**config.mk**
```make
export PLATFORM = sky130hd
export DESIGN_NAME = sbox_share_arb
export DESIGN_NICKNAME = d
export VERILOG_FILES = /design/src/rtl/aes_pkg.sv /design/src/rtl/sbox_rr_pick.sv /design/src/rtl/sbox_share_arb.sv
export SDC_FILE = /design/constraint.sdc
export NUM_CORES = 1
export LEC_CHECK = 0
export CORE_MARGIN = 2
export CORE_UTILIZATION = 39
export CTS_BUF_LIST = sky130_fd_sc_hd__clkbuf_4
export CTS_CLUSTER_DIAMETER = 200
export DETAILED_ROUTE_END_ITERATION = 6
export PLACE_DENSITY_LB_ADDON = 0.1
export SETUP_SLACK_MARGIN = 0.02
export SYNTH_ARGS = -nofsm -noshare
export SYNTH_HDL_FRONTEND = slang
export SYNTH_HIERARCHICAL = 1
export SYNTH_SLANG_ARGS = --single-unit
```
**constraint.sdc**
```tcl
create_clock -name clk -period 4.75 [get_ports clk]
set_input_delay 0.95 -clock clk [delete_from_list [all_inputs] [get_ports clk]]
set_output_delay 0.95 -clock clk [all_outputs]
set_load 0.02 [all_outputs]
```
**src/rtl/aes_pkg.sv**
```systemverilog
// Shared AES constants and the S-box lookup tag used by shared-ROM arbiters.
package aes_pkg;

   localparam int unsigned SBOX_AW = 8;
   localparam int unsigned SBOX_DW = 8;

   localparam int unsigned REQ_SUBBYTES = 0;
   localparam int unsigned REQ_KEYEXP   = 1;

   // Index field sized for the largest supported requester count (8).
   localparam int unsigned TAG_IDX_W = 3;

   typedef struct packed {
      logic                 valid;
      logic [TAG_IDX_W-1:0] idx;
   } sbox_tag_t;

   function automatic int unsigned tag_width(input int unsigned num_req);
      return 1 + $clog2(num_req);
   endfunction

endpackage

```
**src/rtl/sbox_rr_pick.sv**
```systemverilog
// Rotate-priority picker: first asserted valid bit at or after ptr, wrapping to 0.
module sbox_rr_pick #(
   parameter int unsigned NUM = 4,
   parameter int unsigned IW  = $clog2(NUM)
) (
   input  logic [NUM-1:0] valid,
   input  logic [IW-1:0]  ptr,
   output logic [NUM-1:0] grant,
   output logic [IW-1:0]  idx,
   output logic           any
);

   always_comb begin
      int unsigned pos;
      grant = '0;
      idx   = '0;
      any   = 1'b0;
      pos   = 0;
      for (int k = 0; k < NUM; k++) begin
         pos = (int'(ptr) + k) % NUM;
         if (!any && valid[pos]) begin
            grant[pos] = 1'b1;
            idx        = IW'(pos);
            any        = 1'b1;
         end
      end
   end

endmodule

```
**src/rtl/sbox_share_arb.sv**
```systemverilog
// Round-robin arbiter sharing one synchronous-read S-box ROM between byte-serial
// requesters, with bounded lock bursts and in-order tagged response routing.
module sbox_share_arb
   import aes_pkg::*;
#(
   parameter int unsigned NUM_REQ  = 4,
   parameter int unsigned ROM_LAT  = 1,
   parameter int unsigned MAX_LOCK = 4
) (
   input  logic                       clk,
   input  logic                       rst,
   input  logic [NUM_REQ-1:0]         req_valid,
   input  logic [SBOX_AW*NUM_REQ-1:0] req_addr,
   input  logic [NUM_REQ-1:0]         req_lock,
   output logic [NUM_REQ-1:0]         req_ready,
   output logic [NUM_REQ-1:0]         rsp_valid,
   output logic [SBOX_DW-1:0]         rsp_data,
   output logic                       rom_en,
   output logic [SBOX_AW-1:0]         rom_addr,
   input  logic [SBOX_DW-1:0]         rom_dout
);

   localparam int unsigned IW = $clog2(NUM_REQ);
   localparam int unsigned CW = 4;

   logic [IW-1:0]      ptr_q, ptr_d;
   logic [CW-1:0]      lock_cnt_q, lock_cnt_d, eff_cnt;
   logic [NUM_REQ-1:0] pick_gnt;
   logic [IW-1:0]      pick_idx;
   logic               pick_any;
   logic               xfer;
   sbox_tag_t          tag_q [ROM_LAT];
   sbox_tag_t          tag_out;

   sbox_rr_pick #(
      .NUM (NUM_REQ),
      .IW  (IW)
   ) u_pick (
      .valid (req_valid),
      .ptr   (ptr_q),
      .grant (pick_gnt),
      .idx   (pick_idx),
      .any   (pick_any)
   );

   always_comb begin
      xfer       = pick_any & ~rst;
      // A grant to anyone other than the current lock holder starts a fresh count.
      eff_cnt    = (pick_idx == ptr_q) ? lock_cnt_q : '0;
      ptr_d      = ptr_q;
      lock_cnt_d = lock_cnt_q;
      if (xfer) begin
         if (req_lock[pick_idx] && ((32'(eff_cnt) + 32'd1) < MAX_LOCK)) begin
            ptr_d      = pick_idx;
            lock_cnt_d = eff_cnt + 1'b1;
         end else begin
            ptr_d      = (pick_idx == IW'(NUM_REQ - 1)) ? '0 : pick_idx + 1'b1;
            lock_cnt_d = '0;
         end
      end
   end

   always_ff @(posedge clk) begin
      if (rst) begin
         ptr_q      <= '0;
         lock_cnt_q <= '0;
         for (int i = 0; i < ROM_LAT; i++) tag_q[i] <= '0;
      end else begin
         ptr_q      <= ptr_d;
         lock_cnt_q <= lock_cnt_d;
         tag_q[0]   <= '{valid: xfer, idx: TAG_IDX_W'(pick_idx)};
         for (int i = 1; i < ROM_LAT; i++) tag_q[i] <= tag_q[i-1];
      end
   end

   always_comb begin
      req_ready = rst ? '0 : pick_gnt;
      rom_en    = xfer;
      rom_addr  = xfer ? req_addr[{pick_idx, 3'b000} +: SBOX_AW] : '0;
   end

   // Gating with rst drops a result that would otherwise emerge in the reset cycle.
   always_comb begin
      tag_out   = tag_q[ROM_LAT-1];
      rsp_valid = '0;
      rsp_data  = rom_dout;
      for (int i = 0; i < NUM_REQ; i++) begin
         if (tag_out.valid && !rst && (tag_out.idx == TAG_IDX_W'(i))) rsp_valid[i] = 1'b1;
      end
   end

endmodule

```
==> results of run 1 <==
## Yosys cell counts (all sizes together), types with 2 or more instances
| cell | count |
|---|---|
| inv | 4 |
| nor4 | 2 |
| o21ai | 5 |
| buf | 13 |
| dfxtp | 9 |
| mux2i | 2 |
| a22oi | 8 |
| and4b | 2 |
| nor3 | 3 |
| mux4 | 13 |
| a21oi | 3 |
| nor2b | 9 |
| nor4b | 2 |
| nor4bb | 2 |
| and2 | 10 |
| nand2b | 5 |
| ha | 7 |
| clkbuf | 4 |
| nor2 | 7 |
| xor2 | 2 |
## power by group
part	switching, uW	internal, uW	total, uW
Sequential	20.0	97.2	117
Combinational	422	506	928
Clock	24.5	37.9	62.5
Total	467	641	1110
## worst paths after layout
check / cells past startpoint / slack (ns) / startpoint / to
worst max-delay path: 11 / 0.16 / req_valid[0] / rom_addr[4]
worst min-delay path: 2 / 0.50 / lock_cnt_q[3]$_SDFFE_PP0P_ / lock_cnt_q[3]$_SDFFE_PP0P_
worst max register to register: 17 / 0.83 / ptr_q[0]$_SDFFE_PP0P_ / ptr_q[1]$_SDFFE_PP0P_
worst min register to register: 2 / 0.50 / lock_cnt_q[3]$_SDFFE_PP0P_ / lock_cnt_q[3]$_SDFFE_PP0P_
## per-stage QoR
stage	hold WS [ns]	setup WS, ns	cells
floorplan	0.463	0.646	128
finish	0.496	0.157	235
detailed placement	0.488	-0.223	230
global route	0.512	0.0421	235
CTS	0.497	0.0623	235
global placement	0.478	-0.181	230
## flip-flops by register name, summed over array words and instances, names as in the netlist
name / count
lock_cnt_q: 4
tag_q: 3
ptr_q: 2
## what timing repair did
action                                  4_1_cts  5_1_grt
endpoints found under the setup margin        8        9
gates resized for setup                       8        5
pin swaps                                     1        0
hold endpoints to repair                      0        0
cloned                                        0        0
setup buffers                                 1        0
## critical path, stage by stage
cell and delay, ns:
clkdlybuf4s50_1 0.47, mux4_2 0.49, buf_4 0.17, and2b_2 0.19, o21ai_0 0.14, buf_4 0.14, o31ai_4 0.06, buf_12 0.15
mux4_2 0.41, and2_1 0.16, dlygate4sd2_1 0.31
## cell type report
type | instances | area [sq um] | area share, %
inverter | 4 | 15.0 | 0.757
timing repair buffer | 76 | 738 | 37.2
clock buffer | 4 | 30.0 | 1.51
tap | 44 | 55.1 | 2.78
multi-input combinational | 98 | 965 | 48.6
sequential | 9 | 180 | 9.09
## metal layers
layer | GRT usage (%) | vias to the layer above | wire (um)
li1 | - | 605 | -
met1 | 19.4 | 580 | 1270
met2 | 34.6 | 51 | 1690
met3 | 4.69 | 12 | 231
met4 | 8.70 | 0 | 107
met5 | 0 | - | 0
## cell families after synthesis
logic type,after synthesis,synth area share (%)
simple gates,49,26.0
mux,16,26.3
buf+inv,21,10.2
xor+xnor,2,1.98
compound gates,24,14.4
flops,9,14.3
fa+ha+maj,7,6.94
==> reports/qor.csv, run 1 <==
stage,metric,value,unit
cts,CTS tree,done,
timing,Setup Skew,0.00233,ns
yosys,cell count after synthesis,128,
timing,Hold Fails Final Rpt,0,
yosys,sequential share of the synthesized area,14.3,%
cts,TritonCTS buffer count,3,
die,Core ar.,3080,sq um
yosys,Synth Register Bits,9,
cts,H-Tree Depth,1,
layout,finished layout cell area,1980,sq um
yosys,post-synth top area share,19.6,%
layout,"most common cell after layout, fill and taps aside",clkdlybuf4s50_1,
yosys,Post-synth ARST share,0,%
timing,setup_tns,0,ns
yosys,Post-Syn Nets,185,
run_status,outcome,completed,
placed_design,Placement Cell Area,1940,sq um
layout,Post-Route Utilization,64.4,%
die,die area,3710,sq um
layout,FILL cells,270,
timing,Fmax,218,MHz
die,Starting Density,41.0,%
timing,RSZ-0062 raised after global routing,no,
global_routing,grt ovf,0,
die,I/O Pins,75,
timing,Worst Tran Pin Value,0.501,ns
placed_design,IO buf count,58,
yosys,synth top area cells,"mux4_2 20%, dfxtp_1 14%, ha_1 6.9%",
detailed_routing,"antenna viol nets, final",0,
worst_hold_path,Hold Path Class,flip-flop to flip-flop,
cts,Root Driver,clkbuf_4,
detailed_routing,# DRC,0,
layout,antenna fix cells,0,
timing,Max-slew headroom,66.5,%
timing,Final Setup Violations,0,
worst_setup_path,CP Data Arrival Time,3.64,ns
cts,hold-fix buffers at CTS,0,
yosys,"EDFF count, synth",0,
cts,CTS Sinks,9,
global_routing,first-pass GRT wire length,5220,um
global_routing,all-layer global routing usage,18.6,%
detailed_routing,DRT Wirelength,3290,um
pwr,total chip power,1110,uW
detailed_routing,via count,1248,
global_routing,vias in the first global route,1190,
detailed_routing,DR WL/cell,14.0,um
cts,CTS Buffer Depth,2,
placed_design,routability cong.,0.756,
layout,Area Growth Syn to Fin,57.1,%
yosys,Post-Syn Area,1260,sq um
layout,Final #Nets,249,
pwr,Leakage Power,0.000790,uW
layout,"leading cell types in the layout, fill and taps excluded","47 x clkdlybuf4s50_1, 16 x buf_4, 12 x mux4_2",
timing,Tcrit/Tclk final,96.7,%
yosys,Synth cell types,43,
cts,clock-pin transition on the worst setup and hold timing paths,0.05,ns
detailed_routing,1st-iter DRT viols,38,
worst_setup_path,CP Max Fanout,9,
worst_setup_path,Worst Setup End Kind,output pin,
die,Die Width,60.9,um
die,site row count,20,
die,die height,60.9,um
flow_run,max_cap viols,0,
global_routing,initial antenna violation count,0,
placed_design,DP Wirelength,2720,um
detailed_routing,vias per cell,5.31,
layout,fraction of layout instances using a drive strength above 1,22.5,%
detailed_routing,first-pass iteration count of the detailed router,4,
global_routing,largest net degree at the start of global routing,19,
yosys,Syn. warnings,6,
timing,Final min period,4.59,ns
yosys,post-synth top area cell,mux4_2,
pwr,Peak VDD IR,364,uV
worst_setup_path,critical path type,input pin to output pin,
worst_setup_path,Worst Setup Start Kind,input pin,
pwr,P per Cell Area,559,nW/um^2
cts,Worst-Skew Late Latency,0.26,ns
timing,Final Max Slew Viols,0,
worst_setup_path,Critical Path RT,3.80,ns
yosys,Mean Syn Cell Area,9.86,sq um
yosys,Most used DFF post-synth,dfxtp_1,
Note: power is estimated with default switching activity, not from simulation.
==> run 2, diff against run 1 <==
CTS_CLUSTER_SIZE = 16   (was not set)
REMOVE_ABC_BUFFERS = 1   (was not set)
==> run 2 against run 1 <==
Worst hold slack got worse by 0.00083 ns. Critical endpoint is now rom_addr[6]. Via count up 4.9%. Largest power group unchanged. Routed wire length rose by 11%. Register-to-register slack got worse by 0.21 ns. Sequential cell count is the same. Combinational power is 2% higher. First-iteration DRC count shrank 13%. Final cell count grew 1.7%. Cell area up 0.57%. Critical path type unchanged. Sequential power barely moved. Clock power is 3.2% lower. Sequential share of layout area shrank 0.051 points.
==> reports/qor.csv, run 2 (synthesis gave the netlist of run 1 again) <==
stage,metric,value,unit
cts,Root Driver,clkbuf_4,
timing,Final min period,4.62,ns
die,die area,3710,sq um
pwr,Clock Power Share,5.4,%
die,Die Width,60.9,um
worst_setup_path,Worst R2R Start,ptr_q[1]$_SDFFE_PP0P_,
layout,leading registers by flop count,"lock_cnt_q (4), tag_q (3), ptr_q (2)",
pwr,Comb pwr share,84.0,%
cts,Worst-Skew Late Latency,0.27,ns
detailed_routing,first-pass iteration count of the detailed router,5,
placed_design,DP Wirelength,3070,um
pwr,Peak VDD IR,276,uV
die,I/O Pins,75,
global_routing,GRT met1 Usage,22.5,%
worst_setup_path,critical path capture point,rom_addr[6],
worst_setup_path,Worst Setup Start Kind,input pin,
cts,TritonCTS buffer count,3,
pwr,P per Cell Area,563,nW/um^2
worst_setup_path,R2R Path End,ptr_q[0]$_SDFFE_PP0P_,
cts,CTS Buffer Depth,2,
die,site row count,20,
global_routing,first-pass GRT wire length,5690,um
global_routing,all-layer global routing usage,20.1,%
layout,"most common cell after layout, fill and taps aside",clkdlybuf4s50_1,
die,Starting Density,41.0,%
detailed_routing,1st-iter DRT viols,33,
run_status,outcome,completed,
worst_setup_path,critical path type,input pin to output pin,
cts,CTS Sinks,9,
layout,"leading cell types in the layout, fill and taps excluded","48 x clkdlybuf4s50_1, 21 x buf_4, 12 x mux4_2",
cts,CTS tree,done,
timing,Final Setup Violations,0,
placed_design,placed cell count,232,
layout,multi-input logic area,971,sq um
layout,Area Growth Syn to Fin,58.0,%
timing,Setup Skew,0.00293,ns
placed_design,IO buf count,58,
timing,Worst Tran Pin Value,0.526,ns
detailed_routing,"antenna viol nets, final",0,
detailed_routing,via count,1309,
pwr,Leakage Power,0.000790,uW
global_routing,largest net degree at the start of global routing,19,
timing,Hold Fails Final Rpt,0,
layout,fraction of layout instances using a drive strength above 1,24.6,%
worst_setup_path,CP dominant cell by count,buf_4,
layout,Final #Nets,253,
die,die height,60.9,um
worst_setup_path,Crit-path slowest cell,mux4_2,
placed_design,routability cong.,0.803,
pwr,Internal,630,uW
detailed_routing,DR WL/cell,15.3,um
pwr,Flop pwr share,10.6,%
worst_setup_path,reg2reg setup slack,0.62,ns
die,Core ar.,3080,sq um
worst_setup_path,Worst Setup End Kind,output pin,
global_routing,met2 usage,38.1,%
worst_setup_path,CP Max Fanout,5,
global_routing,met3 Use GR,4.05,%
flow_run,max_cap viols,0,
worst_setup_path,CP Data Arrival Time,3.67,ns
pwr,total chip power,1120,uW
global_routing,initial antenna violation count,0,
timing,Final Max Slew Viols,0,
pwr,Psw,491,uW
timing,RSZ-0062 raised after global routing,no,
timing,Tcrit/Tclk final,97.2,%
layout,register area,180,sq um
worst_setup_path,Critical Path RT,3.80,ns
global_routing,vias in the first global route,1320,
cts,hold-fix buffers at CTS,0,
timing,Max-slew headroom,64.8,%
timing,Fmax,216,MHz
worst_hold_path,Hold Path Class,flip-flop to flip-flop,
layout,FILL cells,274,
worst_setup_path,Worst Setup SP,req_valid[1],
cts,clock-pin transition on the worst setup and hold timing paths,0.07,ns
layout,finished layout cell area,1990,sq um
layout,max reg flops,4,
worst_setup_path,worst r2r path cells,18,
layout,Non-Filler Instances,239,
detailed_routing,# DRC,0,
detailed_routing,vias per cell,5.48,
worst_setup_path,"critical path, cell by cell",clkdlybuf4s50_1 > mux4_2 > buf_4 > and2b_2 > o21ai_0 > buf_4 > o31ai_4 > buf_4 > mux4_2 > and2_1 > dlygate4sd2_1,
detailed_routing,DRT Wirelength,3650,um
cts,H-Tree Depth,1,
timing,setup_tns,0,ns
layout,antenna fix cells,0,
pwr,switching share of power,43.8,%
global_routing,grt ovf,0,
placed_design,Placement Cell Area,1940,sq um
global_routing,GR peak layer,met2,
layout,Largest Register,lock_cnt_q,
worst_setup_path,Critical Path Max Stage Delay,0.50,ns
[run 2: per-layer routing]
| metal | vias up | routed length, um |
|---|---|---|
| met3 | 5 | 142 |
| li1 | 618 | - |
| met2 | 41 | 2150 |
| met1 | 645 | 1320 |
| met4 | 0 | 27 |
| met5 | - | 0 |
[run 2: worst max-delay path: cells and delay by family]
kind	cells	cell delay, ns
AO/OA/AOI/OAI	2	0.20
buffers and inverters	5	1.24
multiplexers	2	0.91
AND/OR/NAND/NOR	2	0.35
[run 2: worst min path at each step]
stage / start / end / slack [ns] / depth (start not counted)
2_1_floorplan: lock_cnt_q[3]$_SDFFE_PP0P_ / lock_cnt_q[3]$_SDFFE_PP0P_ / 0.46 / 2
3_3_place_gp: lock_cnt_q[3]$_SDFFE_PP0P_ / lock_cnt_q[3]$_SDFFE_PP0P_ / 0.48 / 2
3_5_place_dp: lock_cnt_q[2]$_SDFFE_PP0P_ / lock_cnt_q[2]$_SDFFE_PP0P_ / 0.49 / 1
4_1_cts: lock_cnt_q[2]$_SDFFE_PP0P_ / lock_cnt_q[2]$_SDFFE_PP0P_ / 0.50 / 1
5_1_grt: lock_cnt_q[2]$_SDFFE_PP0P_ / lock_cnt_q[2]$_SDFFE_PP0P_ / 0.52 / 1
6_report: lock_cnt_q[2]$_SDFFE_PP0P_ / lock_cnt_q[2]$_SDFFE_PP0P_ / 0.50 / 1
[run 2: area by class of cell]
class                      count  area share (%)
clock buffer                   3            1.13
clock inverter                 1           0.251
inverter                       4           0.753
multi-input combinational     98            48.7
sequential                     9            9.03
tap                           44            2.76
timing repair buffer          80            37.4
[run 2: timing repair]
action,4_1_cts,5_1_grt
gates resized for setup,9,6
buffers inserted,2,1
hold endpoints to repair,0,0
pin swaps,1,0
setup endpoints to repair,8,9
[run 2: power by group through the flow]
stage	Combinational, uW	Sequential, uW	Clock (uW)
3_5_place_dp	936	120	0
2_1_floorplan	570	128	0
4_1_cts	934	119	62.4
5_1_grt	1030	122	67.4
3_3_place_gp	904	119	0
6_report	942	119	60.5
[run 2: per-stage QoR]
step / hold WS [ns] / utilization [%] / worst slack (ns)
after global placement: 0.476 / 63.0 / -0.181
after floorplan: 0.457 / - / -0.436
final: 0.495 / 64.8 / 0.131
after CTS: 0.500 / 64.1 / 0.0542
after global routing: 0.525 / 64.8 / 0.0302
after detailed placement: 0.490 / 63.0 / -0.228
==> run 3, diff against run 2 <==
ABC_AREA = 1   (was not set)
CORE_UTILIZATION = 40   (was 39)
==> run 3 against run 2 <==
Total power increased by 42%. Register-to-register slack improved by 0.65 ns. Largest power group unchanged. Critical endpoint is now rom_addr[3]. Worst hold slack got worse by 0.0031 ns. Count of clock-buffer cells in the layout increased by 1. Synthesized cell count increased by 80%.
==> reports/qor.csv, run 3 <==
stage,metric,value,unit
run_status,outcome,completed,
yosys,post-synth top area share,13.4,%
layout,Non-Filler Instances,330,
worst_setup_path,worst r2r path cells,24,
pwr,P per Cell Area,807,nW/um^2
yosys,"EDFF count, synth",0,
worst_setup_path,Worst Setup End Kind,output pin,
global_routing,vias in the first global route,1338,
worst_setup_path,critical path type,input pin to output pin,
detailed_routing,"antenna viol nets, final",0,
worst_setup_path,CP Max Fanout,20,
yosys,Syn. warnings,6,
layout,Area Growth Syn to Fin,46.7,%
worst_setup_path,Critical Path RT,3.80,ns
layout,antenna fix cells,0,
detailed_routing,via count,1600,
cts,H-Tree Depth,1,
worst_hold_path,hold_sp,lock_cnt_q[2]$_SDFFE_PP0P_,
yosys,post-synth top area cell,dfxtp_1,
yosys,Most used DFF post-synth,dfxtp_1,
global_routing,grt ovf,0,
layout,Final #Nets,342,
yosys,synth cell count leaders,"45 x nor2_1, 34 x nand2_1, 23 x inv_1",
timing,Worst Tran Pin Value,0.456,ns
pwr,Peak VDD IR,449,uV
cts,Root Driver,clkbuf_4,
die,die area,3850,sq um
cts,clock-pin transition on the worst setup and hold timing paths,0.06,ns
layout,"most common cell after layout, fill and taps aside",clkdlybuf4s50_1,
die,I/O Pins,75,
detailed_routing,first-pass iteration count of the detailed router,4,
worst_setup_path,R2R Path End,lock_cnt_q[0]$_SDFFE_PP0P_,
placed_design,IO buf count,58,
die,die height,62.0,um
timing,Hold Fails Final Rpt,0,
timing,Tcrit/Tclk final,93.8,%
yosys,Synth Area in Adders,6.51,%
layout,leading registers by flop count,"lock_cnt_q (4), tag_q (3), ptr_q (2)",
detailed_routing,# DRC,0,
cts,CTS Sinks,9,
cts,Worst-Skew Late Latency,0.25,ns
yosys,most numerous cell in the Yosys netlist,nor2_1,
yosys,Synth cell types,30,
detailed_routing,DRT Wirelength,3440,um
pwr,Leakage Power,0.000846,uW
detailed_routing,DR WL/cell,10.4,um
yosys,XOR/XNOR share of the synthesized area,1.30,%
timing,Final Max Slew Viols,0,
yosys,synth top area cells,"dfxtp_1 13%, nor2_1 13%, nand2_1 9.5%",
placed_design,DP Wirelength,2740,um
yosys,Compound-Gate Fraction of Synth Area,16.8,%
yosys,Post-synth ARST share,0,%
placed_design,routability cong.,0.879,
worst_setup_path,Worst R2R Start,ptr_q[1]$_SDFFE_PP0P_,
die,Die Width,62.0,um
global_routing,all-layer global routing usage,18.2,%
timing,RSZ-0062 raised after global routing,no,
pwr,total chip power,1590,uW
global_routing,first-pass GRT wire length,5470,um
global_routing,initial antenna violation count,0,
worst_setup_path,reg2reg setup slack,1.27,ns
die,Starting Density,41.0,%
layout,fraction of layout instances using a drive strength above 1,12.3,%
yosys,sequential share of the synthesized area,13.4,%
cts,CTS tree,done,
timing,Setup Skew,0.000630,ns
timing,Final min period,4.46,ns
detailed_routing,vias per cell,4.85,
layout,multi-input logic area,963,sq um
worst_hold_path,Min-Delay Path Depth,2,
cts,hold-fix buffers at CTS,0,
layout,register area,180,sq um
cts,TritonCTS buffer count,3,
timing,Max-slew headroom,69.6,%
worst_setup_path,CP Data Arrival Time,3.51,ns
yosys,mux share of post-synthesis cell area,0,%
yosys,largest family of logic cells by synthesized area,simple AND/OR/NAND/NOR gates,
timing,setup_tns,0,ns
layout,FILL cells,335,
flow_run,max_cap viols,0,
worst_hold_path,Hold Path Class,flip-flop to flip-flop,
layout,Largest Register,lock_cnt_q,
cts,CTS Buffer Depth,2,
detailed_routing,1st-iter DRT viols,112,
timing,Final Setup Violations,0,
die,site row count,21,
yosys,Synth Area in Simple Gates,46.6,%
layout,"leading cell types in the layout, fill and taps excluded","58 x clkdlybuf4s50_1, 45 x nor2_1, 34 x nand2_1",
placed_design,placed cell count,325,
timing,Fmax,224,MHz
yosys,Mean Syn Cell Area,5.83,sq um
yosys,Post-Syn Area,1350,sq um
layout,max reg flops,4,
die,Core ar.,3280,sq um
yosys,cell count after synthesis,231,
worst_setup_path,Worst Setup Start Kind,input pin,
yosys,Synth Register Bits,9,
worst_hold_path,worst hold endpoint,lock_cnt_q[2]$_SDFFE_PP0P_,
global_routing,largest net degree at the start of global routing,21,
==> run 3: how the worst max path moves through the flow <==
| stage | slack [ns] | depth (start not counted) | to | start |
|---|---|---|---|---|
| floorplan | 0.81 | 11 | rom_addr[0] | req_valid[3] |
| global placement | 0.19 | 12 | rom_addr[3] | req_valid[1] |
| detailed placement | 0.17 | 12 | rom_addr[3] | req_valid[1] |
| CTS | 0.15 | 12 | rom_addr[3] | req_valid[1] |
| global route | 0.05 | 13 | rom_addr[5] | req_valid[3] |
| finish | 0.29 | 14 | rom_addr[3] | req_valid[3] |
==> run 3: what timing repair did <==
action                                  CTS  global route
endpoints found under the setup margin    0             8
buffers inserted                          0             1
resized for setup                         0             2
==> run 3: worst max-delay path, stage by stage <==
cell,delay (ns)
clkdlybuf4s50_1,0.43
inv_1,0.07
nand2_1,0.09
nand3_4,0.14
nand2_4,0.07
nor2_4,0.25
nand4_1,0.15
nand3_2,0.18
buf_12,0.17
nor2_1,0.05
nor2_1,0.07
o21ai_0,0.09
a21oi_1,0.15
clkdlybuf4s50_1,0.63
==> run 3: through the flow <==
| step | utilization [%] | setup slack [ns] | cell area (sq um) | hold slack [ns] |
|---|---|---|---|---|
| final | 60.1 | 0.293 | 1970 | 0.492 |
| after detailed placement | 58.7 | 0.166 | 1930 | 0.479 |
| after global routing | 60.1 | 0.0519 | 1970 | 0.529 |
| after CTS | 59.6 | 0.152 | 1960 | 0.489 |
| after global placement | 58.7 | 0.188 | 1930 | 0.474 |
| after floorplan | - | 0.809 | 1230 | 0.447 |
==> run 3: cell type report <==
class / instances / share of cell area [%]
inverters: 25 / 4.94
flip-flops and latches: 9 / 9.13
multi-input cells: 181 / 48.8
clock buffers: 4 / 1.52
repair buffers: 65 / 32.7
well taps: 46 / 2.92
==> run 3: kinds of logic after synthesis <==
family	after synthesis
AOI/OAI and AO/OA	41
xor gates and xnor gates	2
DFF	9
buffers and inverters	41
and+or+nand+nor	131
adders and majority gates	7
==> run 3: where the power goes <==
group	switching [uW]	internal (uW)	total (uW)	leakage, uW
Clock	24.1	37.9	62.0	0.0000184
Sequential	20.0	95.2	115	0.0000737
Combinational	832	585	1420	0.000754
Total	876	718	1590	0.000846
==> run 3: routing by layer <==
metal	global-route usage, %	share of wire, %
met5	0	0
met2	31.1	46
met4	2.74	0
met3	6.00	9.4
met1	22.7	44
